--- config.mk ---
export PLATFORM = sky130hd
export DESIGN_NAME = dmem_access_ctrl
export DESIGN_NICKNAME = d
export VERILOG_FILES = /design/src/rtl/dmem_access_ctrl_pkg.sv /design/src/rtl/dmem_load_align.sv /design/src/rtl/dmem_access_ctrl.sv
export SDC_FILE = /design/constraint.sdc
export NUM_CORES = 1
export LEC_CHECK = 0
export BUFFER_PORTS_ARGS = -buffer_cell sky130_fd_sc_hd__buf_4
export CAP_MARGIN = 40
export CORE_UTILIZATION = 41
export DETAILED_ROUTE_END_ITERATION = 10
export GPL_TIMING_DRIVEN = 0
export PLACE_DENSITY = 0.71
export SYNTH_ARGS = -nofsm -noshare
export SYNTH_HDL_FRONTEND = slang
export SYNTH_SLANG_ARGS = --single-unit
--- constraint.sdc ---
create_clock -name clk -period 2.25 [get_ports clk]
set_clock_uncertainty 0.15 [all_clocks]
set_input_delay 0.45 -clock clk [delete_from_list [all_inputs] [get_ports clk]]
set_output_delay 0.45 -clock clk [all_outputs]
set_load 0.03 [all_outputs]
--- src/rtl/dmem_access_ctrl_pkg.sv ---
// dmem_access_ctrl_pkg: command encodings, access sizes and FSM states for the data-memory controller
package dmem_access_ctrl_pkg;
  localparam logic [3:0] RW_IDLE  = 4'b0000;
  localparam logic [1:0] RW_STORE = 2'b01;
  localparam logic [2:0] F3_LB    = 3'b000;
  localparam logic [2:0] F3_LH    = 3'b001;
  localparam logic [2:0] F3_LW    = 3'b010;
  localparam logic [2:0] F3_LBU   = 3'b100;
  localparam logic [2:0] F3_LHU   = 3'b101;
  localparam logic [1:0] SZ_B     = 2'b00;
  localparam logic [1:0] SZ_H     = 2'b01;
  localparam logic [1:0] SZ_W     = 2'b10;
  typedef enum logic [1:0] {IDLE, ACCESS, DONE} state_t;
  function automatic logic load_ok(input logic [2:0] f);
    return f == F3_LB || f == F3_LH || f == F3_LW || f == F3_LBU || f == F3_LHU;
  endfunction
endpackage

--- src/rtl/dmem_load_align.sv ---
// dmem_load_align: selects the addressed byte/half lane of a memory word and extends it
module dmem_load_align
  import dmem_access_ctrl_pkg::*;
(
  input  logic [31:0] word,
  input  logic [1:0]  offset,
  input  logic [2:0]  funct3,
  output logic [31:0] result
);
  logic [7:0]  b;
  logic [15:0] h;
  logic        sx;
  always_comb begin
    b = word[{offset, 3'b000} +: 8];
    h = offset[1] ? word[31:16] : word[15:0];
    sx = !funct3[2];
    result = funct3[1:0] == SZ_W ? word :
             funct3[1:0] == SZ_H ? {{16{sx && h[15]}}, h} : {{24{sx && b[7]}}, b};
  end
endmodule

--- src/rtl/dmem_access_ctrl.sv ---
// dmem_access_ctrl: MEM-stage load/store controller that stalls the pipeline around one backing-memory access
module dmem_access_ctrl
  import dmem_access_ctrl_pkg::*;
(
  input  logic        clk,
  input  logic        reset,
  input  logic [3:0]  read_write,
  input  logic [31:0] address,
  input  logic [31:0] write_data,
  output logic [31:0] read_data,
  output logic        busy_wait,
  output logic        misaligned,
  output logic        mem_read,
  output logic        mem_write,
  output logic [29:0] mem_address,
  output logic [31:0] mem_writedata,
  output logic [3:0]  mem_byteenable,
  input  logic [31:0] mem_readdata,
  input  logic        mem_busywait
);
  state_t      state, state_next;
  logic        is_load, is_store, valid, mis, start, op_load;
  logic [1:0]  size, op_offset;
  logic [2:0]  op_funct3;
  logic [31:0] wdata_fmt, aligned;
  logic [3:0]  be_fmt;
  always_comb begin
    is_load = read_write[3] && load_ok(read_write[2:0]);
    is_store = read_write[3:2] == RW_STORE && read_write[1:0] != 2'b11;
    size = read_write[1:0];
    valid = is_load || is_store;
    mis = valid && ((size == SZ_H && address[0]) || (size == SZ_W && address[1:0] != 2'b00));
    start = state == IDLE && valid && !mis;
    wdata_fmt = size == SZ_B ? {4{write_data[7:0]}} : size == SZ_H ? {2{write_data[15:0]}} : write_data;
    be_fmt = !is_store ? 4'b0000 : size == SZ_B ? 4'b0001 << address[1:0] :
             size == SZ_H ? (address[1] ? 4'b1100 : 4'b0011) : 4'b1111;
    state_next = state == IDLE ? (start ? ACCESS : IDLE) :
                 state == ACCESS ? (mem_busywait ? ACCESS : DONE) : IDLE;
    busy_wait = reset && (start || state == ACCESS);
    misaligned = reset && state == IDLE && mis;
    mem_read = reset && state == ACCESS && op_load;
    mem_write = reset && state == ACCESS && !op_load;
  end
  // the command is latched at acceptance so later changes on read_write cannot disturb the access
  always_ff @(posedge clk) begin
    if (!reset) begin
      state <= IDLE;
      read_data <= '0;
      mem_address <= '0;
      mem_writedata <= '0;
      mem_byteenable <= '0;
      op_load <= 1'b0;
      op_funct3 <= '0;
      op_offset <= '0;
    end else begin
      state <= state_next;
      if (start) begin
        mem_address <= address[31:2];
        mem_writedata <= wdata_fmt;
        mem_byteenable <= be_fmt;
        op_load <= is_load;
        op_funct3 <= read_write[2:0];
        op_offset <= address[1:0];
      end
      if (state == ACCESS && !mem_busywait && op_load) read_data <= aligned;
    end
  end
  dmem_load_align u_align (
    .word(mem_readdata),
    .offset(op_offset),
    .funct3(op_funct3),
    .result(aligned)
  );
endmodule
=== Yosys cells after proc, flatten, opt, wreduce, memory -nomap -nowiden ===
Index checks and enable logic that the tools add are counted.

* Flip-flop bits (word level): 106
* Input bits: 103
* Output and inout port bits: 102

* Equality and inequality tests: 11
* Shift operators: 2
* Multiplexer cells: 13
* Reduce and logical (&&, ||, !) cells: 32

{| class="wikitable"
|+ Operators by type and width
! kind !! number
|-
| 32-bit 2-to-1 mux || 4
|-
| 32-bit by 6-bit variable part select with 8-bit output || 1
|-
| 1-bit logical AND || 17
|-
| 16-bit 2-to-1 mux || 1
|-
| 4-bit 2-to-1 mux || 4
|-
| 2-bit by 1-bit == test with 1-bit output (second input constant) || 4
|-
| 1-bit logical OR || 7
|-
| 3-bit == test (second input constant) || 2
|-
| 2-bit 2-to-1 mux || 3
|-
| 2-bit == test (second input constant) || 2
|-
| 1-bit logical NOT || 4
|-
| 2-bit logical NOT || 2
|-
| 1-bit by 2-bit << shifter with 4-bit output (first input constant) || 1
|-
| 3-bit by 1-bit == test with 1-bit output (second input constant) || 1
|-
| 3-bit by 2-bit == test with 1-bit output (second input constant) || 1
|-
| 3-bit logical NOT || 1
|-
| 2-bit != test (second input constant) || 1
|-
| 2-bit nonzero test || 1
|-
| 1-bit 2-to-1 mux || 1
|}

=== Longest topological paths before layout ===
Gate-level depths: netlist of the first run.

* Depth after elaboration: 12
* Gate-level depth with buffers: 7

=== Modules after synthesis ===
From an unflattened synthesis of the first run, not the netlist that was laid out.

* Cell total of the unflattened synthesis: 637
* Area total of the unflattened synthesis: 5,539.1 um^2

{| class="wikitable"
|+ Modules (own cells, without submodules)
! module !! times used !! cells each !! area an instance (um^2) !! sequential area each (um^2)
|-
| dmem_access_ctrl || 1 || 537 || 4,798.4 || 2,122.0
|-
| dmem_load_align || 1 || 100 || 740.7 || 0.0
|}

=== Least setup slack after synthesis of the first run ===
No wires, ideal clock.

* Path type: input-to-output
* Start: input port read_write[2]
* End: output port busy_wait
* Data arrival time: 1.927 ns
* Setup slack: -0.277 ns
* Cell stages on the path: 4
* Buffers on the path: 1
* Cell sequence: clkbuf_2 -> a2111oi_4 -> nor2_1 -> o31ai_1

* Cells in the longest elaborated chain, start to end: 12
* Elaborated cells between the ends (all ways): 19
* Classes of those cells: 5 x eq/ne; 14 x reduce/logical

{| class="wikitable"
|+ RTL lines
! element !! line !! source
|-
| from (decl) || dmem_access_ctrl.sv:7 || <nowiki>input logic [3:0] read_write,</nowiki>
|-
| 3-bit by 1-bit == test with 1-bit output / 3-bit logical NOT (equally long branches) || dmem_access_ctrl_pkg.sv:15 || <nowiki>return f == F3_LB || f == F3_LH || f == F3_LW || f == F3_LBU || f == F3_LHU;</nowiki>
|-
| 1-bit logical OR (4 in series) || dmem_access_ctrl_pkg.sv:15 ||
|-
| 1-bit logical AND || dmem_access_ctrl.sv:28 || <nowiki>is_load = read_write[3] && load_ok(read_write[2:0]);</nowiki>
|-
| 1-bit logical OR * || dmem_access_ctrl.sv:31 || <nowiki>valid = is_load || is_store;</nowiki>
|-
| 1-bit logical AND || dmem_access_ctrl.sv:32 || <nowiki>mis = valid && ((size == SZ_H && address[0]) || (size == SZ_W && address[1:0] != 2'b00));</nowiki>
|-
| 1-bit logical NOT || dmem_access_ctrl.sv:33 || <nowiki>start = state == IDLE && valid && !mis;</nowiki>
|-
| 1-bit logical AND * || dmem_access_ctrl.sv:33 ||
|-
| 1-bit logical OR * || dmem_access_ctrl.sv:39 || <nowiki>busy_wait = reset && (start || state == ACCESS);</nowiki>
|-
| 1-bit logical AND * || dmem_access_ctrl.sv:39 ||
|-
| to (decl) || dmem_access_ctrl.sv:11 || <nowiki>output logic busy_wait,</nowiki>
|}

Mark *: on every way between the ends. The rest lies on a longest branch, timed or not.

=== Final worst setup path of the first run ===
* Start: register state[1]
* End: output port misaligned

* Cells in the longest elaborated chain, start to end: 3

{| class="wikitable"
|+ RTL lines
! element !! line !! source
|-
| from (decl) || dmem_access_ctrl.sv:21 || <nowiki>state_t state, state_next;</nowiki>
|-
| from (signal assigned) || dmem_access_ctrl.sv:56 || <nowiki>state <= state_next;</nowiki>
|-
| 2-bit logical NOT || dmem_access_ctrl.sv:40 || <nowiki>misaligned = reset && state == IDLE && mis;</nowiki>
|-
| 1-bit logical AND (2 in series) || dmem_access_ctrl.sv:40 ||
|-
| to (decl) || dmem_access_ctrl.sv:12 || <nowiki>output logic misaligned,</nowiki>
|}

No other way between the ends.

==> results of run 1 <==
==> power by group <==
group	switching, uW	leakage [uW]	internal [uW]	total [uW]
Clock	735	0.000164	1020	1750
Sequential	63.4	0.000865	1990	2050
Combinational	620	0.00218	427	1050
==> timing repair <==
| item | 4_1_cts | 5_1_grt |
|---|---|---|
| setup endpoints to repair | 4 | 16 |
| gates resized for setup | 10 | 9 |
| setup buffers | 1 | 0 |
| pin swaps | 1 | 2 |
==> how the worst max path moves through the flow <==
stage / to / slack (ps) / depth (start not counted)
2_1_floorplan: busy_wait / -50 / 4
3_3_place_gp: mem_write / -160 / 6
3_5_place_dp: mem_write / -230 / 6
4_1_cts: read_data[28]$_SDFFE_PN0P_ / 0.5 / 5
5_1_grt: read_data[15]$_SDFFE_PN0P_ / 6 / 4
6_report: misaligned / 50 / 5
==> through the flow <==
stage	instances	area [um2]	util (%)	TNS, ps
floorplan	555	4690	-	-48.1
global placement	896	6370	58.0	-1100
detailed placement	896	6370	58.0	-1690
CTS	913	6740	61.3	0
global route	913	6770	61.7	0
finish	913	6770	61.7	0
==> worst max-delay path, delay by kind of cell (launching register included) <==
| family | cells | cell delay (ps) |
|---|---|---|
| and+or+nand+nor | 3 | 640 |
| DFF | 1 | 330 |
| AOI/OAI and AO/OA | 1 | 140 |
| buffers and inverters | 1 | 150 |
==> placed cells by master (no fill, tap or decap), types with 2 or more instances in the layout <==
cell	synthesis	routed
o211a_1	16	16
clkinv_4	0	2
a22o_1	14	14
nand2_1	90	89
buf_2	13	12
or3_1	6	6
a21oi_1	51	49
nor3_1	8	8
clkbuf_1	26	21
inv_6	0	2
o221ai_1	7	7
buf_6	2	4
bufinv_16	0	2
buf_4	4	205
nor2b_1	3	3
o21ai_0	54	53
mux2_2	6	6
nand2b_1	5	5
nor2_1	11	9
dfxtp_1	106	105
o21ai_1	2	3
nand3_1	76	76
buf_1	5	5
mux2i_1	18	18
inv_1	2	2
nand3b_1	2	2
clkbuf_16	0	9
o211ai_1	2	2
o2bb2ai_1	5	5
clkbuf_2	1	6
==> cell families after synthesis <==
group,count (synthesis),synth area share [%]
compound gates,162,23.0
flops,106,45.3
buf+inv,54,5.35
mux,25,5.77
simple gates,208,20.6
==> per-layer routing <==
layer  up-vias  GRT usage, %
li1       2415             -
met1      2349          33.4
met2       188          42.4
met3        23          5.50
met4         0          7.53
met5         -             0
==> sequential cells by signal, summed over array words and instances, names as in the netlist <==
name	cells
mem_writedata	32
op_load	1
op_offset	2
mem_address	30
read_data	32
op_funct3	3
mem_byteenable	4
state	2
==> final cells by class <==
cell class                      instances  share of cell area, %
Clock buffer                           10                   3.53
Tap cell                              140                   2.59
Buffer                                 51                   3.71
Inverter                                3                  0.166
Sequential cell                       106                   31.3
Multi-Input combinational cell        395                   34.8
Timing Repair Buffer                  202                   22.4
Clock inverter                          6                   1.40
==> impl_metrics.yaml, run 1 <==
worst_setup_path:
  critPathLaunch: "state[1]$_SDFF_PP0_"
  timing.rr.end: "read_data[15]$_SDFFE_PN0P_"
  rr_worst_depth: 4
  required_ps: 1650
  cpPeakStageDelay_ps: 440
  crit_chain: "or3b_4, nor2_4, nand2_2, a21oi_4, buf_6"
  critPathKind: "reg -> out"
  critPathArrivalTime_ps: 1600
  cp-end-kind: "output port"
  cpMaxStageDelayCell: "or3b_4"
  worstReg2RegStart: "state[1]$_SDFF_PP0_"
  startpoint_type: "flip-flop"
  worstPathMaxFanout: 4
  r2r_slack_ps: 150
global_routing:
  grt_max_degree: 19
  grt_pass1_vias: 4677
  antenna_found_initial: 0
  grt_pass1_wl_um: 23800
  gr-total-overflow: 0
  globalRouteTotalUtil_pct: 25.6
cells_and_area:
  multi_input_area_um2: 2360
  fin_nets: 871
  syn_to_final_growth_pct: 44.7
  drive_gt1_share_pct: 34.4
  antenna_cells: 0
  regArea_um2: 2120
  fillers: 938
power_and_ir_drop:
  p_total_uw: 4850
  power.leakage_uw: 0.00321
  vdd_drop_max_mv: 0.340
  powerDensity_nw_per_um2: 716
die:
  fp.dieArea_um2: 11800
  ios: 205
  die-height_um: 109
  core_um2: 11000
  num_rows: 38
  initial_utilization_pct: 42.6
  die_w_um: 109
synthesis:
  async_reset_ff_share_pct: 0
  ys_top_cells_by_area: "dfxtp_1 45%, nand3_1 8.1%, nand2_1 7.2%"
  yosysWarnings: 0
  ys_ff_latch: 106
  syn_area_um2: 4680
  synth_fp_nets: 658
  yosysMostFrequentCell: "dfxtp_1"
  synthFlopType: "dfxtp_1"
  syn-instance-count: 555
  synthTopCellsByCount: "106 x dfxtp_1, 90 x nand2_1, 76 x nand3_1"
  synth_cell_type_count: 45
  yosys.area.top_type_share_pct: 45.3
  synth_seq_area_share_pct: 45.3
  synth-edff-count: 0
  synth.avg_cell_area_um2: 8.43
  synth_largest_area_cell: "dfxtp_1"
sta:
  fin_ws_ps: 47.3
  hold_ws_ps: 140
  final_hold_viol_count: 0
  max_slew_margin_pct: 60.2
  rsz0062_at_grt: "no"
  fmax_mhz: 454
  worst-slew-pin-transition_ps: 595
  fin_crit_sh_pct: 97.9
  finalWorstPathRequiredPeriod_ps: 2200
  finalSetupViolations: 0
  drv_slew: 0
detailed_routing:
  wl_met1_um: 6560
  drc: 0
  wl_um: 15200
  avgRoutedWirePerCell_um: 16.7
  highest_layer: "met4"
  vias: 4975
  dr_wl_met3_um: 870
  first_pass_iters: 5
  post_drt_via_cell_ratio: 5.45
  drt_iter0_drc: 377
  wl_met2_um: 7570
  ant_nets: 0
clock_tree:
  clk_pin_slew_worst_paths_ps: 70
  cts_hold_buf: 0
  clockBufferDepth: 2
  cts_sinks: 106
  numCtsBuffers: 9
  clk_latency_ps: 340
  htree_num_levels: 3
  cts_tree: "built"
  cts_root_buf: "clkbuf_16"
run:
  cap_violations: 0
placed_design:
  gp_congestion: 0.839
  pre_cts_ws_ps: -226
  dp_hpwl_um: 11500
  port_buffers: 201
worst_hold_path:
  hold_end: "state[1]$_SDFF_PP0_"
  hold_depth: 2
  hold_class: "in -> reg"
  min-delay-start: "mem_busywait"
status:
  status: "finished clean"
Note: power is estimated with default switching activity, not from simulation.
==> run 2: changes to the inputs <==
==> constraint.sdc (replaced) <==
create_clock -name clk -period 2.8 [get_ports clk]
set_clock_uncertainty 0.15 [all_clocks]
set_input_delay 0.56 -clock clk [delete_from_list [all_inputs] [get_ports clk]]
set_output_delay 0.56 -clock clk [all_outputs]
set_load 0.03 [all_outputs]
==> impl_metrics.yaml, run 2 (same netlist as run 1, synthesis figures left out) <==
worst_setup_path:
  crit_top_cell: "o21ai_0"
  cp-end-kind: "output port"
  critPathArrivalTime_ps: 1880
  worstReg2RegStart: "state[1]$_SDFF_PP0_"
  crit_chain: "clkbuf_1, clkbuf_4, o21ai_0, o21ai_0, nand2_1, a21oi_1, buf_4"
  critPathKind: "in -> out"
  timing.rr.end: "read_data[25]$_SDFFE_PN0P_"
  worstPathMaxFanout: 10
  required_ps: 2090
  cpMaxStageDelayCell: "clkbuf_4"
  cpPeakStageDelay_ps: 330
  critPathLaunch: "read_write[1]"
  r2r_slack_ps: 490
  rr_worst_depth: 5
  startpoint_type: "input pin"
  crit_end: "misaligned"
clock_tree:
  postCtsSetupBuffers: 0
  cts_tree: "built"
  htree_num_levels: 3
  clk_latency_ps: 340
  cts_sinks: 106
  numCtsBuffers: 9
  clk_pin_slew_worst_paths_ps: 70
  clockBufferDepth: 2
  cts_root_buf: "clkbuf_16"
  cts_hold_buf: 0
global_routing:
  grt_max_degree: 17
  gr-total-overflow: 0
  grt_pass1_vias: 4669
  grt_pass1_wl_um: 23500
  globalRouteTotalUtil_pct: 25.4
  antenna_found_initial: 0
die:
  core_um2: 11000
  ios: 205
  num_rows: 38
  initial_utilization_pct: 42.6
  die-height_um: 109
  fp.dieArea_um2: 11800
  die_w_um: 109
sta:
  final.setup.tns_ps: 0
  rsz0062_at_grt: "no"
  finalWorstPathRequiredPeriod_ps: 2590
  max_slew_margin_pct: 48.3
  worst-slew-pin-transition_ps: 771
  fin_crit_sh_pct: 92.6
  finalSetupViolations: 0
  fmax_mhz: 386
  hold_ws_ps: 250
  drv_slew: 0
  final_hold_viol_count: 0
cells_and_area:
  fin_nets: 870
  drive_gt1_share_pct: 32.4
  antenna_cells: 0
  final_common_cell: "buf_4"
  reg_top3: "mem_writedata: 32 flops, read_data: 32 flops, mem_address: 30 flops"
  syn_to_final_growth_pct: 43.1
  layout_common_cells: "205 x buf_4, 106 x dfxtp_1, 90 x nand2_1"
detailed_routing:
  post_drt_via_cell_ratio: 5.42
  ant_nets: 0
  first_pass_iters: 5
  drc: 0
  avgRoutedWirePerCell_um: 16.6
  vias: 4945
  wl_um: 15100
  drt_iter0_drc: 242
power_and_ir_drop:
  power.leakage_uw: 0.00318
  power.internal_uw: 2770
  power_frac_seq_pct: 42.6
  vdd_drop_max_mv: 0.426
  powerDensity_nw_per_um2: 577
  p_total_uw: 3870
  p_sw_uw: 1100
  clock_power_share_pct: 36.0
  p_sw_share_pct: 28.4
  combPwrFrac_pct: 21.4
status:
  status: "finished clean"
run:
  cap_violations: 0
placed_design:
  dp_hpwl_um: 11500
  port_buffers: 201
  gp_congestion: 0.857
worst_hold_path:
  min-delay-start: "mem_busywait"
  hold_class: "in -> reg"
==> run 2: cell types whose count changed in the layout (fill, tap and decap cells not counted), sizes merged <==
cell	change
buf	-2
clkinv	-2
clkbuf	+4
inv	-1
==> run 2: worst min path at each step <==
stage | slack (ps) | endpoint | cells past startpoint
2_1_floorplan | 320 | op_funct3[2]$_SDFFE_PN0P_ | 1
3_3_place_gp | 290 | mem_address[29]$_SDFFE_PN0P_ | 2
3_5_place_dp | 290 | mem_writedata[6]$_SDFFE_PN0P_ | 2
4_1_cts | 240 | state[1]$_SDFF_PP0_ | 2
5_1_grt | 250 | state[1]$_SDFF_PP0_ | 2
6_report | 250 | state[1]$_SDFF_PP0_ | 2
==> run 2: critical path: cells and delay by family <==
family | cells | cell delay, ps
AND/OR/NAND/NOR | 1 | 90
buffers and inverters | 3 | 770
AO/OA/AOI/OAI | 3 | 460
==> run 2: final cells by class <==
cell class | instances | area (um2)
fillers | 982 | 4290
plain buffers | 51 | 243
inverters | 3 | 11.3
clock inverters | 3 | 68.8
well taps | 140 | 175
multi-input cells | 395 | 2310
repair buffers | 201 | 1510
clock buffers | 13 | 260
flip-flops and latches | 106 | 2120
==> run 2: per-stage QoR <==
step / cell area (um2) / instances / util, % / setup slack (ps)
6_report: 6700 / 912 / 61.0 / 208
5_1_grt: 6700 / 912 / 61.0 / 47.8
4_1_cts: 6690 / 912 / 60.9 / 114
3_5_place_dp: 6360 / 896 / 58.0 / 113
3_3_place_gp: 6360 / 896 / 58.0 / 152
2_1_floorplan: 4680 / 555 / - / 52.9
==> run 2: layer usage <==
metal | vias to the layer above | routed length (um) | GRT usage (%)
met5 | - | 0 | 0
met4 | 0 | 377 | 10.3
met3 | 32 | 1020 | 4.54
met2 | 187 | 7250 | 41.8
met1 | 2315 | 6490 | 32.7
li1 | 2411 | - | -
==> run 2: power groups by stage <==
stage | registers (uW) | logic, uW | clock network [uW]
2_1_floorplan | 1830 | 313 | 0
3_3_place_gp | 1680 | 805 | 0
3_5_place_dp | 1680 | 818 | 0
4_1_cts | 1650 | 822 | 1400
5_1_grt | 1660 | 882 | 1460
6_report | 1650 | 826 | 1390
==> run 2: what timing repair did <==
action                                 CTS  global route
gates resized for setup                  0             3
endpoints found under the hold margin    0             0
setup endpoints to repair                0             3
